`src/rtl/shift_pkg.sv`:
```
// shift_pkg: shared constants, FSM states and request type for shift_arbiter
package shift_pkg;
  localparam int W = 16;
  localparam int AW = 4;
  typedef enum logic [1:0] {IDLE, EXEC, DONE} state_t;
  typedef struct packed {
    logic [W-1:0] a;
    logic [AW-1:0] c;
  } req_t;
endpackage

```
`src/rtl/barrel.sv`:
```
// barrel: combinational rotate-left of a by c
module barrel #(
  parameter int W = 16,
  parameter int AW = 4
) (
  input  logic [W-1:0]  a,
  input  logic [AW-1:0] c,
  output logic [W-1:0]  o
);
  logic [2*W-1:0] d;
  assign d = {a, a} << c;
  assign o = d[2*W-1:W];
endmodule

```
`src/rtl/shift_arbiter.sv`:
```
// shift_arbiter: round-robin sharing of one barrel rotator between two requesters
module shift_arbiter
  import shift_pkg::*;
#(
  parameter int W = shift_pkg::W,
  parameter int AW = shift_pkg::AW
) (
  input  logic          clk,
  input  logic          rst_n,
  input  logic [1:0]    req_valid,
  output logic [1:0]    req_ready,
  input  logic [W-1:0]  req_a0,
  input  logic [W-1:0]  req_a1,
  input  logic [AW-1:0] req_c0,
  input  logic [AW-1:0] req_c1,
  output logic          rsp_valid,
  input  logic          rsp_ready,
  output logic [W-1:0]  rsp_data,
  output logic          rsp_id,
  output logic          busy,
  output logic [15:0]   op_count
);
  state_t state;
  logic last_g;
  logic [W-1:0] a_q;
  logic [AW-1:0] c_q;
  logic [W-1:0] bar_o;
  logic any_v;
  logic can_go;
  logic accept;
  logic g;
  req_t sel;
  assign any_v = |req_valid;
  // a tie goes to whoever did not win last time
  assign g = &req_valid ? ~last_g : req_valid[1];
  assign can_go = (state == IDLE) || (state == DONE && rsp_ready);
  assign accept = any_v && can_go;
  assign req_ready = accept ? (g ? 2'b10 : 2'b01) : 2'b00;
  assign sel = g ? {req_a1, req_c1} : {req_a0, req_c0};
  assign busy = state != IDLE;
  barrel #(.W(W), .AW(AW)) u_barrel (
    .a(a_q),
    .c(c_q),
    .o(bar_o)
  );
  always_ff @(posedge clk or negedge rst_n) begin
    if (!rst_n) begin
      state <= IDLE;
      last_g <= 1'b1;
      a_q <= '0;
      c_q <= '0;
      rsp_valid <= 1'b0;
      rsp_data <= '0;
      rsp_id <= 1'b0;
      op_count <= '0;
    end else begin
      if (accept) begin
        a_q <= sel.a;
        c_q <= sel.c;
        last_g <= g;
      end
      if (rsp_valid && rsp_ready) op_count <= op_count + 16'd1;
      case (state)
        IDLE: if (any_v) state <= EXEC;
        EXEC: begin
          rsp_data <= bar_o;
          rsp_id <= last_g;
          rsp_valid <= 1'b1;
          state <= DONE;
        end
        DONE: if (rsp_ready) begin
          rsp_valid <= 1'b0;
          state <= any_v ? EXEC : IDLE;
        end
        default: state <= IDLE;
      endcase
    end
  end
endmodule

```
`config.mk`:
```
export PLATFORM = sky130hd
export DESIGN_NAME = shift_arbiter
export DESIGN_NICKNAME = d
export VERILOG_FILES = /design/src/rtl/shift_pkg.sv /design/src/rtl/barrel.sv /design/src/rtl/shift_arbiter.sv
export SDC_FILE = /design/constraint.sdc
export NUM_CORES = 1
export LEC_CHECK = 0
export CAP_MARGIN = 20
export CORE_MARGIN = 8
export CORE_UTILIZATION = 40
export CTS_BUF_LIST = sky130_fd_sc_hd__clkbuf_4
export CTS_CLUSTER_DIAMETER = 100
export DETAILED_ROUTE_END_ITERATION = 16
export MAX_ROUTING_LAYER = met4
export PLACE_DENSITY_LB_ADDON = 0.2
export SLEW_MARGIN = 20
export SYNTH_ARGS = -nofsm -noshare
export SYNTH_HDL_FRONTEND = slang
export SYNTH_HIERARCHICAL = 1
export SYNTH_SLANG_ARGS = --single-unit
```
`constraint.sdc`:
```
create_clock -name clk -period 1.9 [get_ports clk]
set_input_delay 0.285 -clock clk [delete_from_list [all_inputs] [get_ports clk]]
set_output_delay 0.285 -clock clk [all_outputs]
set_load 0.02 [all_outputs]
```
==> results by group <==
Run status
  • Status: finished with violations
  • Failing checks: negative setup slack

Timing
  • Fin crit period: 2010 ps
  • RSZ-0062 raised after global routing: true
  • Tcrit/Tclk final: 106%
  • Max-slew violation count: 0
  • Final hold vios: 0
  • Fmax: 498 MHz
  • Final WS setup: -110 ps
  • Worst slew pin tran: 655 ps
  • Worst rel slew slack: 56.3%
  • # setup viols final: 16
  • Clk_skew: 15.3 ps

Clocking
  • Clock tree buffer depth: 2
  • CTS Buf Count: 9
  • Clock Latency Late Sink: 390 ps
  • CTS Root Cell: clkbuf_4
  • Worst-path clk slew: 90 ps
  • Clk sinks: 57
  • H-tree level count: 3
  • CTS tree: yes

Synthesis
  • Synthesized flop and latch total: 57
  • Synth Area in Compound Gates: 7.92%
  • Main synth FF type: dfrtp_1
  • Post-Synth XOR/XNOR Area: 4.08%
  • Post-synth EDFFs: 0
  • Synth warnings: 6
  • Simple-Gate Fraction of Synth Area: 9.70%
  • Avg Synthesized Cell Area: 14.5 um2
  • Main combinational cell family by area after synthesis: multiplexers
  • Synth unique cells: 36
  • Mapped Cells: 222
  • Adder-Cell Fraction of Synth Area: 0.388%
  • Mapped Area: 3220 um2
  • Post-synthesis mux area share: 30.0%
  • Sequential-to-total area share from yosys stat: 44.3%
  • Synth Net Count: 268
  • Async SR Flop Fraction: 100%

Route
  • DR DRC count: 0
  • Vias: 2290
  • Total routed wirelength: 7370 um
  • Final ANT Viol Nets: 0
  • Iter 0 DRT Violations: 120
  • DRT Pass-1 Iters: 4
  • Wire length per cell: 17.0 um
  • Drt via density: 5.26

Setup path
  • Slowest stage delay, CP: 550 ps
  • Crit path DAT: 2280 ps
  • CP most frequent cell: mux4_2
  • Sum of buffers and inverters on the critical path: 1
  • Crit Path Class: reg -> reg
  • Critical path capture point type: flop
  • Worst reg2reg path startpoint: c_q[1]
  • Cell family contributing the most delay on the critical path: multiplexers
  • Startpoint types: flop
  • CP required: 2170 ps
  • Critical Path Start: c_q[1]
  • Crit path max-delay cell type: mux4_2
  • Critical Path, Cell by Cell: buf_12 -> mux4_2 -> mux4_2 -> mux2_4
  • Worst-path maximum fanout: 6

Global routing
  • Initial antenna violation count: 1
  • Largest net degree at the start of global routing: 58
  • First-pass GRT wire length: 12700 um
  • Total track usage: 14.5%
  • Grt ovf: 0
  • Vias in the first global route: 2433

Die
  • Row Count: 32
  • Core region area: 7770 um2
  • I/O pin total: 82
  • Initial Utilization: 41.5%
  • Die area: 11200 um2
  • Die X: 106 um
  • Die span in y: 106 um

Final layout
  • Most frequent cells in the layout: clkdlybuf4s50_1 (77), dfrtp_1 (54), mux4_2 (32)
  • Final Util: 57.8%
  • Layout Nets: 374
  • Area growth syn-to-layout: 39.4%
  • Commonest non-fill, non-tap cell in the layout: clkdlybuf4s50_1
  • Layout cells sized above 1: 31.6%
  • Finished Cell Area: 4490 um2

Placement
  • RePlAce Congestion: 0.783
  • Placed Area: 4290 um2
  • HPWL Detailed: 5500 um
  • I/O Buffers: 81
  • Place WS: -273 ps

Pwr
  • LEAKAGE: 0.00189 uW
  • Gate power share: 58.1%
  • NetSw: 2720 uW
  • Sw frac: 35.1%
  • Peak VDD IR: 0.000684 V
  • Pwr Density: 1730 nW/um2
  • Sequential share of power: 29.3%
  • Clock power frac: 12.6%
  • Internal Pwr Total: 5040 uW

Worst hold path
  • HP Class: in -> async

Flow run
  • Maxcap violations: 0
==> worst min-delay path, cell delays in order <==
cell	delay, ps
dlygate4sd3_1	520
buf_2	120
buf_12	280
==> repair_timing <==
action,4_1_cts,5_1_grt
cloned,0,1
endpoints found under the setup margin,19,18
gates resized for setup,24,7
setup buffers,4,1
pin swaps,0,1
endpoints found under the hold margin,56,0
hold buffers,1,0
==> logic make-up after synthesis <==
family | count (synthesis)
flip-flops | 57
AND/OR/NAND/NOR | 52
multiplexers | 50
AO/OA/AOI/OAI | 26
buffers and inverters | 21
XOR/XNOR | 15
adder cells (fa/ha/maj) | 1
==> per-layer routing <==
metal	global-route usage, %	share of wire (%)	vias to the layer above
met2	19.5	44	61
met4	6.33	1.9	0
li1	-	-	1087
met5	-	0	-
met1	20.0	49	1134
met3	3.71	4.6	8
==> path summary, 6_finish.rpt <==
kind	endpoint	slack (ps)	depth (start not counted)
worst min register to register	op_count[15]	480	1
worst min-delay path	a_q[10]	420	3
worst max-delay path	rsp_data[6]	-110	4
min in group clk	op_count[15]	480	1
worst max register to register	rsp_data[6]	-110	4
max in group asynchronous	last_g	1180	3
==> flip-flops by register name (all words and copies together) (netlist names) <==
register   count
last_g         1
rsp_id         1
op_count      16
c_q            4
a_q           16
state          2
rsp_valid      1
rsp_data      16
==> metrics by stage <==
stage	hold slack, ps	cells	power [uW]	TNS (ps)
after detailed placement	314	412	6570	-3610
after global routing	446	435	8290	-2280
after floorplan	-10.6	222	5110	-688
final	423	435	7770	-1480
after global placement	310	412	6490	-3360
after CTS	412	432	7730	-1430
==> Yosys cell counts, types with 3 or more instances <==
cell,instances,area [um2]
a21oi_1,3,15.0
a221o_1,20,200
and2_1,20,125
buf_2,6,30.0
clkbuf_1,4,15.0
dfrtp_1,56,1400
inv_1,6,22.5
mux2_2,18,203
mux4_1,12,315
mux4_2,20,450
nand2_1,6,22.5
nand3_1,7,35.0
nor2_1,5,18.8
xnor2_1,9,78.8
xor2_1,6,52.6
==> cell type report <==
class                   count  area (um2)
fillers                   688        3280
clock buffers              11        82.6
clock inverters             4        68.8
flip-flops and latches     57        1430
diodes                      1        2.50
well taps                 102         128
multi-input cells         144        1670
inverters                   6        22.5
repair buffers            110        1090
==> power groups by stage <==
stage | combinational, uW | sequential (uW) | clock [uW]
2_1_floorplan | 2720 | 2390 | 0
5_1_grt | 4850 | 2380 | 1070
4_1_cts | 4450 | 2270 | 1020
3_5_place_dp | 4260 | 2300 | 0
3_3_place_gp | 4210 | 2280 | 0
6_report | 4510 | 2280 | 981
Power figures use the tool's default switching activity.
